$ cat src/rtl/rf_pkg.sv
// Shared definitions for the multiport register file.
//   rf_state_e      : two-state controller (CLEAR sweep, RUN)
//   XLEN, NREGS     : default data width and register count
//   port_lsb()      : bit offset of port i inside a packed multi-port bus
//   idx_in_range()  : true when a register index addresses a real entry
package rf_pkg;

    typedef enum logic {
        CLEAR = 1'b0,
        RUN   = 1'b1
    } rf_state_e;

    localparam int XLEN  = 32;
    localparam int NREGS = 32;

    // Port i of a packed bus with field width w starts at bit i*w.
    function automatic int port_lsb(input int i, input int w);
        return i * w;
    endfunction

    function automatic logic idx_in_range(input int unsigned idx, input int unsigned depth);
        return idx < depth;
    endfunction

endpackage

$ cat src/rtl/rf_read_port.sv
// One registered read port of the register file.
//   CLK, RST : clock, synchronous active-high reset (data returns to 0)
//   run      : controller is in RUN; outside RUN the port outputs 0
//   addr     : read index sampled at each edge
//   entry    : current storage content at addr (pre-edge value)
//   wr_fire  : an effective (non-suppressed) write happens at this edge
//   wr_reg   : index of that write
//   wr_data  : data of that write
//   data     : registered read result, one cycle after addr
module rf_read_port
    import rf_pkg::*;
#(
    parameter int DATA_W   = XLEN,
    parameter int ADDR_W   = 5,
    parameter int DEPTH    = NREGS,
    parameter int ZERO_REG = 1,
    parameter int BYPASS   = 1
) (
    input  logic              CLK,
    input  logic              RST,
    input  logic              run,
    input  logic [ADDR_W-1:0] addr,
    input  logic [DATA_W-1:0] entry,
    input  logic              wr_fire,
    input  logic [ADDR_W-1:0] wr_reg,
    input  logic [DATA_W-1:0] wr_data,
    output logic [DATA_W-1:0] data
);

    logic [DATA_W-1:0] data_nxt;

    // Priority: zero register, then out-of-range, then write-first bypass,
    // then stored content.
    always_comb begin
        data_nxt = entry;
        if (!run) begin
            data_nxt = '0;
        end else if ((ZERO_REG != 0) && (addr == '0)) begin
            data_nxt = '0;
        end else if (!idx_in_range(32'(addr), DEPTH)) begin
            data_nxt = '0;
        end else if ((BYPASS != 0) && wr_fire && (wr_reg == addr)) begin
            data_nxt = wr_data;
        end
    end

    always_ff @(posedge CLK) begin
        if (RST) begin
            data <= '0;
        end else begin
            data <= data_nxt;
        end
    end

endmodule

$ cat src/rtl/regfile_multiport.sv
// Parametrised integer register file with NUM_RD registered read ports,
// one write port, optional hardwired zero register, optional write-first
// bypass and a post-reset clear sweep.
//   CLK, RST    : clock, synchronous active-high reset
//   READ_ADDR   : packed read indices, port i at [i*ADDR_W +: ADDR_W]
//   READ_DATA   : packed registered read data, port i at [i*DATA_W +: DATA_W]
//   WRITE       : write enable
//   WRITE_REG   : write index
//   WRITE_DATA  : write data
//   READY       : high once the clear sweep has finished
//   DBG_STATE   : current controller state
//
// READY is a level status, not a handshake: while it is low the write port
// is ignored and every READ_DATA is 0; once high, every edge re-samples
// READ_ADDR and commits a write when WRITE is high.
module regfile_multiport
    import rf_pkg::*;
#(
    parameter int DATA_W   = XLEN,
    parameter int DEPTH    = NREGS,
    parameter int ADDR_W   = 5,
    parameter int NUM_RD   = 2,
    parameter int ZERO_REG = 1,
    parameter int BYPASS   = 1
) (
    input  logic                     CLK,
    input  logic                     RST,
    input  logic [NUM_RD*ADDR_W-1:0] READ_ADDR,
    output logic [NUM_RD*DATA_W-1:0] READ_DATA,
    input  logic                     WRITE,
    input  logic [ADDR_W-1:0]        WRITE_REG,
    input  logic [DATA_W-1:0]        WRITE_DATA,
    output logic                     READY,
    output rf_state_e                DBG_STATE
);

    localparam int IDX_W = (DEPTH > 1) ? $clog2(DEPTH) : 1;
    localparam logic [ADDR_W-1:0] LAST_IDX = ADDR_W'(DEPTH - 1);

    logic [DATA_W-1:0] mem [DEPTH];

    rf_state_e         state, state_nxt;
    logic [ADDR_W-1:0] clr_idx;
    logic              run;
    logic              wr_en;

    // ---------------- controller: state register ----------------
    always_ff @(posedge CLK) begin
        if (RST) begin
            state   <= CLEAR;
            clr_idx <= '0;
        end else begin
            state <= state_nxt;
            if (state == CLEAR) begin
                clr_idx <= clr_idx + 1'b1;
            end
        end
    end

    // ---------------- controller: next state ----------------
    always_comb begin
        state_nxt = state;
        case (state)
            CLEAR:   if (clr_idx == LAST_IDX) state_nxt = RUN;
            RUN:     state_nxt = RUN;
            default: state_nxt = CLEAR;
        endcase
    end

    // ---------------- controller: outputs ----------------
    always_comb begin
        run       = (state == RUN);
        READY     = run;
        DBG_STATE = state;
    end

    // A write commits only in RUN, in range, and not to a hardwired r0.
    always_comb begin
        wr_en = run && WRITE && idx_in_range(32'(WRITE_REG), DEPTH);
        if ((ZERO_REG != 0) && (WRITE_REG == '0)) begin
            wr_en = 1'b0;
        end
    end

    // Storage has no reset; the sweep is its only initialisation path.
    always_ff @(posedge CLK) begin
        if (!RST) begin
            if (state == CLEAR) begin
                mem[clr_idx[IDX_W-1:0]] <= '0;
            end else if (wr_en) begin
                mem[WRITE_REG[IDX_W-1:0]] <= WRITE_DATA;
            end
        end
    end

    // ---------------- read ports ----------------
    for (genvar i = 0; i < NUM_RD; i++) begin : g_rd
        logic [ADDR_W-1:0] addr;
        logic [DATA_W-1:0] entry;

        assign addr  = READ_ADDR[port_lsb(i, ADDR_W) +: ADDR_W];
        // Out-of-range indices are masked to 0 inside the port, so the
        // truncated lookup here never reaches READ_DATA for them.
        assign entry = mem[addr[IDX_W-1:0]];

        rf_read_port #(
            .DATA_W   (DATA_W),
            .ADDR_W   (ADDR_W),
            .DEPTH    (DEPTH),
            .ZERO_REG (ZERO_REG),
            .BYPASS   (BYPASS)
        ) u_port (
            .CLK     (CLK),
            .RST     (RST),
            .run     (run),
            .addr    (addr),
            .entry   (entry),
            .wr_fire (wr_en),
            .wr_reg  (WRITE_REG),
            .wr_data (WRITE_DATA),
            .data    (READ_DATA[port_lsb(i, DATA_W) +: DATA_W])
        );
    end

endmodule

$ cat config.mk
export PLATFORM = sky130hd
export DESIGN_NAME = regfile_multiport
export DESIGN_NICKNAME = d
export VERILOG_FILES = /design/src/rtl/rf_pkg.sv /design/src/rtl/rf_read_port.sv /design/src/rtl/regfile_multiport.sv
export SDC_FILE = /design/constraint.sdc
export NUM_CORES = 1
export LEC_CHECK = 0
export BUFFER_PORTS_ARGS = -buffer_cell sky130_fd_sc_hd__buf_2
export CAP_MARGIN = 20
export CORE_ASPECT_RATIO = 1.1
export CORE_MARGIN = 2
export CORE_UTILIZATION = 50
export CTS_CLUSTER_DIAMETER = 80
export DETAILED_ROUTE_END_ITERATION = 10
export PLACE_DENSITY_LB_ADDON = 0.08
export SLEW_MARGIN = 15
export SYNTH_ARGS = -nofsm -noshare
export SYNTH_HDL_FRONTEND = slang
export SYNTH_HIERARCHICAL = 1
export SYNTH_SLANG_ARGS = --single-unit
$ cat constraint.sdc
create_clock -name CLK -period 4.4 [get_ports CLK]
set_clock_uncertainty 0.1 [all_clocks]
set_input_delay 0.22 -clock CLK [delete_from_list [all_inputs] [get_ports CLK]]
set_output_delay 0.22 -clock CLK [all_outputs]
set_load 0.01 [all_outputs]
==> impl_metrics.ini <==
[min_path]
hold_start = READ_ADDR[9]
hp-class = in -> reg
holdPathStages = 5

[clocking]
cts.sinks = 1094
cts_tree = built
h-tree-depth = 3
worstSkewPairLatency_ps = 700
numCtsBuffers = 113
root_buffer = clkbuf_16
ctsResizeCount = 0
clk_pin_slew_ps = 60
clockBufferDepth = 3

[power]
internal_power_w = 0.01746
p_switching_w = 0.005246
leakage_nw = 20.63
power.density_nw_per_um2 = 389.2
vdd_drop_max_uv = 321.4
total_power_w = 0.02270
p_seq_frac = 0.498
p_comb_frac = 0.072
netSwitchingFraction = 0.2311
clkPwrFrac = 0.430

[synthesis]
syn_nets = 3779
synth.top_cells.by_area = edfxtp_1, mux2i_1, a22oi_1
ys_warn_count = 6
async_flop_share = 0
synth_ff_type = edfxtp_1
synth_top_area_frac = 0.5940
syn_avg_cell_area_um2 = 13.89
ys_ff_latch = 1094
synth_area_um2 = 51770
ys_seq_area_frac = 0.6210
yosysUniqueCellTypes = 44
syn_inst = 3727
synth_edf_count = 1024
yosysTopAreaCell = edfxtp_1

[final_layout]
final_cell_mix = mux2i_1, edfxtp_1, a22oi_1
design_area_um2 = 58330
area_delta_synth_final_pct = 12.67
layout.nets = 3859
layout_commonest_cell = mux2i_1
drive_gt1_frac = 0.1218

[grt]
antenna_found_initial = 4
grtUsageTotal = 0.3224
grt_pass1_vias = 35250
overflow = 0
grt_max_degree = 129
grt_pass1_wl_um = 247400

[worst_setup_path]
cp-startpoint = DBG_STATE$_SDFF_PP0_
path_depth = 7
rr_worst_depth = 7
slowest_stage = buf_4
r2r_start = DBG_STATE$_SDFF_PP0_
crit_top_cell = buf_4
worst-path-buf-inv = 2
r2r_slack_ps = 440
worstPathCellList = nand3b_1 -> a21oi_4 -> buf_4 -> nor2_1 -> a31oi_4 -> nor2_4 -> buf_4
max_stage_delay_ps = 730
end_kind = flop
crit_type = reg -> reg
critPathArrivalTime_ps = 4250
cp_max_fo = 34
critPathTopFamily = buffers and inverters
required_ps = 4690
critPathLaunchType = flop

[timing]
setup_violations = 0
final_max_slew_viol_count = 0
clock.fmax_mhz = 252.6
hold_viol_final = 0
setup-tns-final_ps = 0
rsz0062_at_grt = no
fin_crit_sh = 0.8997
worst_pin_slew_ps = 1200
min_period_ps = 3959
max_slew_margin = 0.2001

[placement]
io_buffers = 115
hpwlAfterDp_um = 94370
place_area_um2 = 54100
routabilityCongestion = 0.8689

[routing]
via_per_inst = 6.738
drc = 0
wl_per_cell_um = 33.22
via_count = 35600
drt_first_pass_iters = 6
drtIter0Drc = 4783
detail-route-antenna-nets = 0
wirelength_um = 175500

[flow_run]
maxCapViolations = 0

[die]
core-area_um2 = 102500
die_w_um = 310.8
start_util = 0.5051
rows = 123
ios = 116
die-area_um2 = 106100
die_y_um = 341.5

[status]
status = complete, no violations
power by group through the flow:
stage / combinational (W) / clock (W) / sequential [W]
finish: 0.00163 / 0.00976 / 0.0113
global placement: 0.00156 / 0 / 0.0115
detailed placement: 0.00157 / 0 / 0.0115
CTS: 0.00160 / 0.00986 / 0.0113
global route: 0.00168 / 0.0103 / 0.0113
floorplan: 0.00101 / 0 / 0.0115
layout make-up:
type	instances	area, µm²
fillers	8227	44170
flip-flops and latches	1094	32150
multi-input cells	2337	18380
clock buffers	150	3138
repair buffers	257	2253
well taps	1375	1720
clock inverters	65	665.6
inverters	4	15.01
diodes	1	2.502
cells in the mapped netlist, drive strengths merged, types with 39 or more instances:
master	number
mux2i	1026
edfxtp	1024
a22oi	320
nand3	226
nand2	204
buf	171
a21oi	134
clkbuf	121
nand4	96
dfxtp	70
o21ai	65
a22o	64
nor2	48
and2	39
per-layer routing:
layer | vias to the layer above | wire [µm] | global-route usage
li1 | 14860 | - | -
met1 | 18120 | 71040 | 0.4529
met2 | 2185 | 78700 | 0.4938
met3 | 427 | 17800 | 0.05467
met4 | 2 | 7942 | 0.1462
met5 | - | 13 | 0
worst reg2reg max path, stage by stage, from the launching register on:
cell and delay, ps:
dfxtp_1 640, nand3b_1 270, a21oi_4 460, buf_4 730
nor2_1 180, a31oi_4 570, nor2_4 300, buf_4 380
sequential cells by signal (all words and copies together) (netlist names):
register,cells
g_rd.u_port/data,64
DBG_STATE,1
mem,1024
clr_idx,5
worst paths after layout:
| path | to |
|---|---|
| max | mem[29][2]$_DFFE_PP_ |
| min | g_rd[1].u_port/data[31]$_SDFF_PP0_ |
| max reg2reg | mem[29][2]$_DFFE_PP_ |
| min reg2reg | clr_idx[1]$_SDFFE_PP0N_ |
cell families after synthesis:
kind of cell | after synthesis | share of synthesized area
simple gates | 671 | 0.06373
compound gates | 625 | 0.08379
fa+ha+maj | 2 | 0.0004833
flops | 1094 | 0.6210
mux | 1026 | 0.1984
xor+xnor | 13 | 0.002199
buf+inv | 296 | 0.03038
stage by stage:
| step | instances | utilization | hold WS, ps | setup WS [ps] |
|---|---|---|---|---|
| 5_1_grt | 5282 | 0.5691 | 137.3 | 409.8 |
| 3_3_place_gp | 5029 | 0.5278 | 389.6 | 625.2 |
| 2_1_floorplan | 3727 | - | 263.0 | 1199 |
| 3_5_place_dp | 5029 | 0.5278 | 396.5 | 564.0 |
| 4_1_cts | 5277 | 0.5681 | 68.54 | 539.3 |
| 6_report | 5283 | 0.5691 | 109.9 | 441.2 |
timing repair:
| action | CTS | global route |
|---|---|---|
| hold endpoints to repair | 70 | 0 |
| buffers inserted | 0 | 0 |
| hold buffers | 33 | 0 |
(Power assumes the default switching activity.)
